<file path="config.mk">
export PLATFORM = sky130hd
export DESIGN_NAME = fp_mul_seq
export DESIGN_NICKNAME = d
export VERILOG_FILES = /design/src/rtl/fp_mul_seq.sv
export SDC_FILE = /design/constraint.sdc
export NUM_CORES = 2
export LEC_CHECK = 0
export ABC_AREA = 1
export ABC_CLOCK_PERIOD_IN_PS = 12450
export BUFFER_PORTS_ARGS = -buffer_cell sky130_fd_sc_hd__buf_2
export CORE_MARGIN = 4
export CORE_UTILIZATION = 29
export CTS_BUF_LIST = sky130_fd_sc_hd__clkbuf_4 sky130_fd_sc_hd__clkbuf_8 sky130_fd_sc_hd__clkbuf_16
export DETAILED_ROUTE_END_ITERATION = 8
export GPL_TIMING_DRIVEN = 0
export PLACE_DENSITY_LB_ADDON = 0.2
export SLEW_MARGIN = 20
export SYNTH_ARGS = -nofsm -noshare
export SYNTH_HDL_FRONTEND = slang
export SYNTH_SLANG_ARGS = --single-unit
</file>
<file path="constraint.sdc">
create_clock -name clk -period 12.45 [get_ports clk]
set_input_delay 2.49 -clock clk [delete_from_list [all_inputs] [get_ports clk]]
set_output_delay 2.49 -clock clk [all_outputs]
set_load 0.02 [all_outputs]
</file>
<file path="src/rtl/fp_mul_seq.sv">
// Sequential floating-point multiplier with a start/done handshake.
// Fixed latency: MUL, NORM and ROUND take one cycle each, and the result is registered out of DONE.
module fp_mul_seq #(
  parameter int EXP_W = 8,
  parameter int MAN_W = 23,
  parameter int ROUND = 1,
  localparam int BIAS = (1 << (EXP_W - 1)) - 1,
  localparam int W    = 1 + EXP_W + MAN_W
) (
  input  logic         clk,
  input  logic         rst_n,
  input  logic         start,
  input  logic [W-1:0] a,
  input  logic [W-1:0] b,
  output logic         busy,
  output logic         done,
  output logic [W-1:0] result,
  output logic         overflow,
  output logic         underflow,
  output logic         zero
);

  localparam int PW = 2 * MAN_W + 2;
  localparam int XW = EXP_W + 2;
  localparam int EMAX = (1 << EXP_W) - 1;
  localparam logic signed [XW-1:0] BIAS_X = XW'(BIAS);
  localparam logic signed [XW-1:0] EMAX_X = XW'(EMAX);

  localparam logic [2:0] S_IDLE  = 3'd0;
  localparam logic [2:0] S_MUL   = 3'd1;
  localparam logic [2:0] S_NORM  = 3'd2;
  localparam logic [2:0] S_ROUND = 3'd3;
  localparam logic [2:0] S_DONE  = 3'd4;

  logic [2:0]              state;
  logic                    sign_r;
  logic                    spec_zero;
  logic                    spec_inf;
  logic [EXP_W-1:0]        exp_a;
  logic [EXP_W-1:0]        exp_b;
  logic [MAN_W-1:0]        man_a;
  logic [MAN_W-1:0]        man_b;
  logic [PW-1:0]           prod;
  logic signed [XW-1:0]    exp_r;
  logic [MAN_W-1:0]        man_r;
  logic                    guard_r;
  logic                    sticky_r;

  logic                    a_exp_zero;
  logic                    b_exp_zero;
  logic                    a_exp_ones;
  logic                    b_exp_ones;
  logic [PW-1:0]           mul_a;
  logic [PW-1:0]           mul_b;
  logic signed [XW-1:0]    exp_sum;
  logic [MAN_W-1:0]        norm_man;
  logic                    norm_guard;
  logic                    norm_sticky;
  logic signed [XW-1:0]    norm_exp;
  logic                    round_inc;
  logic                    round_carry;
  logic [MAN_W-1:0]        rnd_man;
  logic signed [XW-1:0]    rnd_exp;
  logic                    range_ovf;
  logic                    range_ufl;

  assign busy = (state == S_MUL) || (state == S_NORM) || (state == S_ROUND);

  // Zero/denormal and infinity detection on the raw inputs, latched when a start is accepted.
  assign a_exp_zero = (a[W-2:MAN_W] == '0);
  assign b_exp_zero = (b[W-2:MAN_W] == '0);
  assign a_exp_ones = (a[W-2:MAN_W] == '1);
  assign b_exp_ones = (b[W-2:MAN_W] == '1);

  assign mul_a   = {{(MAN_W + 1){1'b0}}, 1'b1, man_a};
  assign mul_b   = {{(MAN_W + 1){1'b0}}, 1'b1, man_b};
  assign exp_sum = $signed({2'b00, exp_a}) + $signed({2'b00, exp_b}) - BIAS_X;

  // A product of two [1,2) significands lies in [1,4), so a single right shift always normalises it.
  always_comb begin
    norm_man    = prod[2*MAN_W-1:MAN_W];
    norm_guard  = prod[MAN_W-1];
    norm_sticky = |prod[MAN_W-2:0];
    norm_exp    = exp_r;
    if (prod[PW-1]) begin
      norm_man    = prod[2*MAN_W:MAN_W+1];
      norm_guard  = prod[MAN_W];
      norm_sticky = |prod[MAN_W-1:0];
      norm_exp    = exp_r + XW'(1);
    end
  end

  assign round_inc              = (ROUND != 0) && guard_r && (sticky_r || man_r[0]);
  assign {round_carry, rnd_man} = {1'b0, man_r} + (MAN_W + 1)'(round_inc);
  assign rnd_exp                = exp_r + XW'(round_carry);

  assign range_ovf = (exp_r >= EMAX_X);
  assign range_ufl = exp_r[XW-1] || (exp_r == '0);

  always_ff @(posedge clk or negedge rst_n) begin
    if (!rst_n) begin
      state     <= S_IDLE;
      done      <= 1'b0;
      result    <= '0;
      overflow  <= 1'b0;
      underflow <= 1'b0;
      zero      <= 1'b0;
      sign_r    <= 1'b0;
      spec_zero <= 1'b0;
      spec_inf  <= 1'b0;
      exp_a     <= '0;
      exp_b     <= '0;
      man_a     <= '0;
      man_b     <= '0;
      prod      <= '0;
      exp_r     <= '0;
      man_r     <= '0;
      guard_r   <= 1'b0;
      sticky_r  <= 1'b0;
    end else begin
      done <= 1'b0;
      case (state)
        S_IDLE: begin
          if (start) begin
            sign_r    <= a[W-1] ^ b[W-1];
            spec_zero <= a_exp_zero || b_exp_zero;
            spec_inf  <= a_exp_ones || b_exp_ones;
            exp_a     <= a[W-2:MAN_W];
            exp_b     <= b[W-2:MAN_W];
            man_a     <= a[MAN_W-1:0];
            man_b     <= b[MAN_W-1:0];
            overflow  <= 1'b0;
            underflow <= 1'b0;
            zero      <= 1'b0;
            state     <= S_MUL;
          end
        end
        S_MUL: begin
          prod  <= mul_a * mul_b;
          exp_r <= exp_sum;
          state <= S_NORM;
        end
        S_NORM: begin
          man_r    <= norm_man;
          guard_r  <= norm_guard;
          sticky_r <= norm_sticky;
          exp_r    <= norm_exp;
          state    <= S_ROUND;
        end
        S_ROUND: begin
          man_r <= rnd_man;
          exp_r <= rnd_exp;
          state <= S_DONE;
        end
        S_DONE: begin
          // Zero operands win over infinite ones; specials bypass the range check entirely.
          if (spec_zero) begin
            result <= {sign_r, {(W - 1){1'b0}}};
            zero   <= 1'b1;
          end else if (spec_inf || range_ovf) begin
            result   <= {sign_r, {EXP_W{1'b1}}, {MAN_W{1'b0}}};
            overflow <= 1'b1;
          end else if (range_ufl) begin
            result    <= {sign_r, {(W - 1){1'b0}}};
            underflow <= 1'b1;
            zero      <= 1'b1;
          end else begin
            result <= {sign_r, exp_r[EXP_W-1:0], man_r};
          end
          done  <= 1'b1;
          state <= S_IDLE;
        end
        default: state <= S_IDLE;
      endcase
    end
  end

endmodule

</file>
==> results.sh <==
export IMPL_hold_class="reg2reg"
export IMPL_grt_pass1_wl_um=157100
export IMPL_synth_top_cells_by_count="nand2_1, inv_1, fa_1, ha_1, dfrtp_1"
export IMPL_r2r_slack_ns=4.90
export IMPL_wire_per_inst_um=19.10
export IMPL_grt_ovfl_total=0
export IMPL_placementRows=116
export IMPL_cts_hold_buf=0
export IMPL_cp_num_buf_inv=7
export IMPL_synth_seq_cells=187
export IMPL_setup_violations=0
export IMPL_cts_root_buf="clkbuf_16"
export IMPL_synth_edf_count=0
export IMPL_hold_path_depth=2
export IMPL_avgSynthCellArea_um2=7.492
export IMPL_seq_area_frac_synth=0.1603
export IMPL_num_vias=24173
export IMPL_cts_buffers=17
export IMPL_gp_congestion=0.9298
export IMPL_wirelength_um=101900
export IMPL_arrival_ns=7.93
export IMPL_timing_final_crit_share=0.6065
export IMPL_final_seq_area_mm2=0.004679
export IMPL_drive_gt1_frac=0.04909
export IMPL_start_util=0.2919
export IMPL_path_class="reg2reg"
export IMPL_worstMarginPinSlew_ns=1.120
export IMPL_syn_to_final_growth_pct=9.730
export IMPL_synth_area_mm2=0.02919
export IMPL_wl_met1_um=47230
export IMPL_fin_nets=4764
export IMPL_r2r_cells=26
export IMPL_via_per_inst=4.530
export IMPL_cts_sinks=187
export IMPL_synthFlopType="dfrtp_1"
export IMPL_yosys_area_top_type="fa_1"
export IMPL_hold_violations=0
export IMPL_dr_pass1_iters=5
export IMPL_fillers=10970
export IMPL_yosysTopAreaCellShare=0.3313
export IMPL_fin_skew_ns=0.04069
export IMPL_clk_pin_slew_ns=0.08
export IMPL_cts_tree="yes"
export IMPL_h_tree_depth=4
export IMPL_path_max_fanout=10
export IMPL_topRoutingLayerUsed="met5"
export IMPL_ys_async_sr_fraction=1.000
export IMPL_die_h_um=325.3
export IMPL_yosys_cell_count_top_type="nand2_1"
export IMPL_dieArea_mm2=0.1058
export IMPL_slew_headroom=0.2532
export IMPL_synth_nets=4640
export IMPL_core_area_mm2=0.1000
export IMPL_synth_area_top_cells="fa_1, dfrtp_1, nand2_1, inv_1, ha_1"
export IMPL_clockBufferDepth=2
export IMPL_ys_types=48
export IMPL_pin_count=104
export IMPL_synthCells=3896
export IMPL_cts_resized_gates=0
export IMPL_yosysWarningCount=0
export IMPL_initialDrtViolationCount=1655
export IMPL_fin_setup_tns_ns=0
export IMPL_clkLatencyLatePin_ns=0.53
export IMPL_ant_nets=0
export IMPL_hpwl_um=84640
export IMPL_max_cap_violations=0
export IMPL_cpPeakStageDelay_ns=0.81
export IMPL_crit_path_end_kind="register"
export IMPL_antenna_found_initial=5
export IMPL_crit_family="adder cells"
export IMPL_rsz0062_at_grt="false"
export IMPL_final_min_clock_period_ns=7.551
export IMPL_multi_input_area_mm2=0.01979
export IMPL_start_kind="register"
export IMPL_cp_slowest_cell="clkbuf_1"
export IMPL_grt_pass1_vias=25430
export IMPL_grt_max_degree=92
export IMPL_port_buffers=103
export IMPL_dieWidth_um=325.3
export IMPL_drc_errors=0
export IMPL_cp_data_required_time_ns=12.83
export IMPL_cp_depth=26
export IMPL_grt_usage=0.1976
export IMPL_route_met3_wl_um=6478
export IMPL_wl_met2_um=45770
export IMPL_outcome="finished, final reports clean"
export IMPL_post_cts_buffers=0
export IMPL_max_freq_ghz=0.1324
export IMPL_drv_slew=0
cell usage in the layout, fill, tap and decap left out, types with 10 or more instances in the layout:
cell	instances
o21ai_0	93
xor2_1	12
xnor2_1	21
nor3_1	16
nand2_1	1208
buf_2	117
a21oi_1	61
o21ai_2	10
clkbuf_1	117
nand3_1	105
clkbuf_16	17
nand4_1	17
inv_2	12
ha_1	194
nor2_1	131
dfrtp_1	187
nor4_1	13
inv_1	1106
fa_1	483
o211ai_1	13
worst reg2reg max path, cell delays in order (launching register included):
cell and delay (ns):
dfrtp_1 0.74, clkbuf_1 0.82, nand2_1 0.29, inv_1 0.18, fa_1 0.44, fa_1 0.52
inv_1 0.05, fa_1 0.45, fa_1 0.52, inv_1 0.06, fa_1 0.46, fa_1 0.52
inv_1 0.05, fa_1 0.47, inv_1 0.04, ha_1 0.36, nand2_1 0.12, inv_1 0.08
nand2_1 0.05, nor2_1 0.40, nand4_1 0.17, nand3_1 0.26, nand2_1 0.12, nand2_1 0.07
nand2_1 0.05, nand3_1 0.10, nand2_1 0.06
per-layer routing:
layer,global-route usage,vias up
met5,0,-
met1,0.2734,12001
met3,0.03918,114
met2,0.3185,592
li1,-,11464
met4,0.04826,2
sequential cells by signal (all words and copies together), names as in the netlist, 3 cells and up:
register	flops
exp_a	8
exp_b	8
exp_r	10
man_a	23
man_b	23
man_r	23
prod	48
result	32
state	3
per-stage QoR:
step / hold WS [ns] / cell area, um^2 / util / std cells / worst slack [ns]
3_3_place_gp: 0.4611 / 31330 / 0.3133 / 5297 / 4.993
6_report: 0.4802 / 32030 / 0.3203 / 5336 / 4.899
5_1_grt: 0.5069 / 32020 / 0.3202 / 5331 / 4.606
4_1_cts: 0.4816 / 32020 / 0.3202 / 5331 / 4.961
3_5_place_dp: 0.4615 / 31390 / 0.3139 / 5299 / 5.023
2_1_floorplan: 0.4422 / 29190 / - / 3896 / 6.494
kinds of logic after synthesis:
logic type / Yosys count / synth area share
AOI/OAI and AO/OA: 227 / 0.04531
buffers and inverters: 1251 / 0.1618
adders and majority gates: 677 / 0.4144
xor gates and xnor gates: 33 / 0.009902
and+or+nand+nor: 1521 / 0.2083
DFF: 187 / 0.1603
final timing paths:
path | to | startpoint
max in group asynchronous | prod[38]$_DFFE_PN0P_ | rst_n
min in group asynchronous | exp_a[0]$_DFFE_PN0P_ | rst_n
max reg2reg | prod[39]$_DFFE_PN0P_ | man_b[6]$_DFFE_PN0P_
min | prod[4]$_DFFE_PN0P_ | prod[4]$_DFFE_PN0P_
max | prod[39]$_DFFE_PN0P_ | man_b[6]$_DFFE_PN0P_
min reg2reg | prod[4]$_DFFE_PN0P_ | prod[4]$_DFFE_PN0P_
cell type report:
type	instances	area share
multi-input combinational	2458	0.6178
sequential	187	0.1461
inverter	1118	0.1310
tap	1298	0.05071
timing repair buffer	105	0.01813
buffer	133	0.01641
clock buffer	17	0.01328
clock inverter	15	0.006172
antenna	5	0.0003906
Power is not shown: default switching activity piles up to over one toggle a cycle in this logic, so the estimate is an artifact.
